**src/rtl/fpmul_stream_ctrl.sv**
```systemverilog
// Valid/ready stream wrapper around a fixed-latency, non-stallable FP multiplier.
// Credits cover both in-flight and buffered results, so the result FIFO can never overflow.
module fpmul_stream_ctrl #(
  parameter int N     = 32,
  parameter int LAT   = 4,
  parameter int DEPTH = 8
) (
  input  logic         clk,
  input  logic         rst_n,
  input  logic         in_valid,
  output logic         in_ready,
  input  logic [N-1:0] in_a,
  input  logic [N-1:0] in_b,
  output logic [N-1:0] mul_a,
  output logic [N-1:0] mul_b,
  input  logic [N-1:0] mul_z,
  output logic         out_valid,
  input  logic         out_ready,
  output logic [N-1:0] out_data,
  output logic         busy
);

  localparam int AW = $clog2(DEPTH);
  localparam int CW = AW + 1;

  logic [N-1:0]  mul_a_q, mul_a_d;
  logic [N-1:0]  mul_b_q, mul_b_d;
  logic [LAT:0]  vld_sr_q, vld_sr_d;
  logic [AW-1:0] wr_ptr_q, wr_ptr_d;
  logic [AW-1:0] rd_ptr_q, rd_ptr_d;
  logic [CW-1:0] count_q, count_d;
  logic [CW-1:0] credits_q, credits_d;
  logic          in_ready_q, in_ready_d;
  logic [N-1:0]  fifo_mem [DEPTH];

  logic issue;
  logic pop;
  logic fifo_wr;
  logic fifo_nonempty;

  assign fifo_nonempty = (count_q != '0);
  assign issue         = in_valid & in_ready_q;
  assign pop           = fifo_nonempty & out_ready;
  // The multiplier output is only meaningful when the tracked op reaches the last stage.
  assign fifo_wr       = vld_sr_q[LAT];

  always_comb begin
    mul_a_d    = mul_a_q;
    mul_b_d    = mul_b_q;
    vld_sr_d   = {vld_sr_q[LAT-1:0], issue};
    wr_ptr_d   = wr_ptr_q;
    rd_ptr_d   = rd_ptr_q;
    count_d    = count_q;
    credits_d  = credits_q;
    in_ready_d = in_ready_q;

    if (issue) begin
      mul_a_d = in_a;
      mul_b_d = in_b;
    end

    if (fifo_wr) begin
      wr_ptr_d = wr_ptr_q + AW'(1);
    end
    if (pop) begin
      rd_ptr_d = rd_ptr_q + AW'(1);
    end

    count_d    = count_q + CW'(fifo_wr) - CW'(pop);
    credits_d  = credits_q + CW'(issue) - CW'(pop);
    in_ready_d = (credits_d < CW'(DEPTH));
  end

  always_ff @(posedge clk) begin
    if (!rst_n) begin
      mul_a_q    <= '0;
      mul_b_q    <= '0;
      vld_sr_q   <= '0;
      wr_ptr_q   <= '0;
      rd_ptr_q   <= '0;
      count_q    <= '0;
      credits_q  <= '0;
      in_ready_q <= 1'b0;
    end else begin
      mul_a_q    <= mul_a_d;
      mul_b_q    <= mul_b_d;
      vld_sr_q   <= vld_sr_d;
      wr_ptr_q   <= wr_ptr_d;
      rd_ptr_q   <= rd_ptr_d;
      count_q    <= count_d;
      credits_q  <= credits_d;
      in_ready_q <= in_ready_d;
    end
  end

  // Storage array carries no reset; stale contents are masked by count_q.
  always_ff @(posedge clk) begin
    if (rst_n && fifo_wr) begin
      fifo_mem[wr_ptr_q] <= mul_z;
    end
  end

  assign in_ready  = in_ready_q;
  assign mul_a     = mul_a_q;
  assign mul_b     = mul_b_q;
  assign out_valid = fifo_nonempty;
  assign out_data  = fifo_nonempty ? fifo_mem[rd_ptr_q] : '0;
  assign busy      = (credits_q != '0);

endmodule

```
**config.mk**
```make
export PLATFORM = sky130hd
export DESIGN_NAME = fpmul_stream_ctrl
export DESIGN_NICKNAME = d
export VERILOG_FILES = /design/src/rtl/fpmul_stream_ctrl.sv
export SDC_FILE = /design/constraint.sdc
export NUM_CORES = 1
export LEC_CHECK = 0
export ABC_AREA = 1
export CORE_MARGIN = 2
export CORE_UTILIZATION = 46
export CTS_CLUSTER_DIAMETER = 40
export DETAILED_ROUTE_END_ITERATION = 16
export GPL_TIMING_DRIVEN = 0
export PLACE_DENSITY = 0.68
export SLEW_MARGIN = 5
export SYNTH_ARGS = -nofsm -noshare
export SYNTH_HDL_FRONTEND = slang
export SYNTH_SLANG_ARGS = --single-unit
```
**constraint.sdc**
```tcl
create_clock -name clk -period 3.5 [get_ports clk]
set_clock_uncertainty 0.1 [all_clocks]
set_input_delay 0.7 -clock clk [delete_from_list [all_inputs] [get_ports clk]]
set_output_delay 0.7 -clock clk [all_outputs]
set_load 0.01 [all_outputs]
```
==> flow_summary.ini <==
[setup_path]
r2r_slack_ps = 1140
worst-path-max-fanout = 10
path_buf_inv = 3
reg2regPathDepth = 11
crit_type = reg2out
slowest_delay_ps = 590
crit_path_cell_trace = buf_2 -> buf_1 -> nor2_1 -> nor2_1 -> clkdlybuf4s50_1
cpMaxStageDelayCell = clkdlybuf4s50_1
crit_top_cell = nor2_1
crit_required_ps = 2700
r2r-end = count_q[2]$_SDFF_PN0_
r2r_start = count_q[2]$_SDFF_PN0_
endpoint_kind = output pin
cp.arrival_ps = 2540
start_kind = flip-flop
cp_top_family = buffers and inverters

[min_path]
worst_hold_startpoint = vld_sr_q[2]$_SDFF_PN0_
hold_depth = 2
hold_end = vld_sr_q[3]$_SDFF_PN0_
hold_path.class = reg2reg

[sta]
finalCritPeriodShare = 0.9546
rsz0062_at_grt = no
relSlewSlack = 0.5490
fmax_mhz = 299.3
final.min_clock_period_ps = 3341
final-setup-viol-count = 0
tightest_slew_ps = 674.9
slew_viol_final = 0
setup_ws_ps = 158.9
hold_viol = 0

[global_routing]
grt_pass1_wl_mm = 56.08
antenna_found_initial = 0
overflow = 0
grt_usage = 0.2199
grt_max_degree = 26
first_global_vias = 10680

[clocking]
post_cts_buffers = 0
clkTransAtPathRegs_ps = 60
h-tree-depth = 2
holdBufCountCts = 0
cts_inserted_buffers = 48
cts_tree = built
clockRootBuffer = clkbuf_16
clkLatencyLatePin_ps = 520
clk_path_buf_depth = 3
cts_sinks = 343

[yosys]
yosysSeqAreaShare = 0.6562
synth_nets = 1633
netlist.top_cell.by_area = edfxtp_1
yosys_warnings = 0
syn_area_sq_mm = 0.01437
synthCells = 1521
ys_ff_latch = 343
syn_avg_cell_area_sq_um = 9.447
yosys.area.top_type_share = 0.5350
synth.distinct_cells = 19
synth_area_leaders = edfxtp_1, dfxtp_1, nand2_1, inv_1, nand3_1

[run_status]
outcome = completed

[final_layout]
final.fill_count = 2472
syn_to_final_growth_pct = 30.56
drive_gt1_frac = 0.08444
num_antenna_cells = 0
layout.nets = 1888
regArea_sq_mm = 0.009429
post-route-util = 0.6117
multi_input_area_sq_mm = 0.003592

[placement]
dpl.hpwl_mm = 24.49
io_buffers = 197
dp_slack_ps = 454.2
gp_congestion = 0.8675

[run]
drv_cap = 0

[floorplan]
start_util = 0.4685
row_count = 64
fp.dieH_um = 180.7
die_x_um = 180.7
die-area_sq_mm = 0.03267
pin_count = 199
coreArea_sq_mm = 0.03067

[power_and_ir_drop]
p_leak_uw = 0.008091
power_density_mw_per_mm2 = 712.2
ir_drop_mv = 0.4732

[detailed_routing]
num_vias = 10660
drt_iter0_markers = 791
dr.pass1.iters = 5
drt-wirelength-per-cell_um = 16.34
vias_per_cell = 4.829
drc_errors = 0
postRouteAntennaNets = 0
routed_wirelength_mm = 36.09
-- layout make-up --
class	count	share of cell area
Inverter	281	0.05622
Buffer	74	0.01927
Multi-Input combinational cell	823	0.1915
Tap cell	396	0.02641
Timing Repair Buffer	205	0.1156
Sequential cell	343	0.5026
Clock buffer	49	0.06536
Clock inverter	37	0.02301
-- worst max path at each step --
| stage | from | to | slack (ps) | cells after the start |
|---|---|---|---|---|
| after floorplan | rst_n | fifo_mem[1][0]$_DFFE_PP_ | 370 | 4 |
| after global placement | rst_n | fifo_mem[1][16]$_DFFE_PP_ | -1140 | 4 |
| after global routing | flip-flop | out_data[1] | 20 | 5 |
| final | flip-flop | out_data[2] | 160 | 5 |
| after CTS | flip-flop | out_data[4] | 0.8 | 7 |
| after detailed placement | rst_n | fifo_mem[3][16]$_DFFE_PP_ | 450 | 5 |
-- worst min-delay path: stages (launching register included) --
cell     delay, ps
dfxtp_1        300
nand2_1         40
inv_1           40
-- per-layer routing --
metal  track usage  vias to the layer above  wire [um]  share of wire
li1              -                     5301          -              -
met1        0.2550                     4898      13950           0.39
met2        0.3848                      391      17650           0.49
met3       0.06329                       73       3248          0.090
met4       0.08419                        0       1247          0.035
met5             0                        -          0              0
-- flip-flops by register name, summed over array words and instances, names as in the netlist, 3 cells and up, named ones only --
register / count
fifo_mem: 256
mul_a: 32
mul_b: 32
vld_sr_q: 5
count_q: 4
credits_q: 4
rd_ptr_q: 3
wr_ptr_q: 3
-- timing repair --
| action | 4_1_cts | 5_1_grt |
|---|---|---|
| gates resized for setup | 2 | 8 |
| gates cloned | 0 | 0 |
| setup endpoints to repair | 4 | 16 |
-- power by group --
group	leakage [uW]	switching, uW	total (uW)	internal, uW
registers	0.00301	115	4700	4580
clock network	0.000796	1840	4940	3100
logic	0.00428	2150	3720	1580
total	0.00809	4100	13400	9260
-- synthesized netlist by cell type --
library cell / n
buf_1: 9
inv_2: 2
buf_4: 8
o21ai_1: 23
xnor2_1: 2
clkbuf_1: 21
dfxtp_1: 87
ha_1: 10
edfxtp_1: 256
nand3_1: 166
nor2_1: 213
a21oi_1: 8
buf_2: 36
inv_1: 279
nand2_1: 352
fa_1: 2
nand3_2: 1
o21ai_0: 45
nand3b_1: 1
-- metrics by stage --
stage	TNS [ps]	total power (uW)	hold WS, ps	cell area [sq um]	std cells
final	0	13360	312.0	18760	2208
after floorplan	0	6782	290.5	14370	1521
after global placement	-271390	8435	293.3	16840	2114
after global routing	0	14030	326.4	18760	2208
after detailed placement	0	8505	301.0	17090	2122
after CTS	0	13450	315.2	18750	2208
-- layout by cell type (no fill, tap or decap), drive strengths merged --
master,n
inv,288
dfxtp,87
xnor2,2
edfxtp,256
ha,10
a21oi,8
clkinvlp,7
o21ai,68
bufinv,7
nand3b,1
clkdlybuf4s50,197
nand2,352
fa,2
nor2,213
clkinv,16
buf,59
clkbuf,72
nand3,167
-- kinds of logic (layout without fill, tap and decap cells) --
kind of cell | Yosys count | count (layout) | share of synthesized area
and+or+nand+nor | 733 | 733 | 0.2066
buffers and inverters | 355 | 646 | 0.09796
AOI/OAI and AO/OA | 76 | 76 | 0.02647
DFF | 343 | 343 | 0.6562
xor gates and xnor gates | 2 | 2 | 0.001219
adders and majority gates | 12 | 12 | 0.01149
Power figures use the tool's default switching activity.
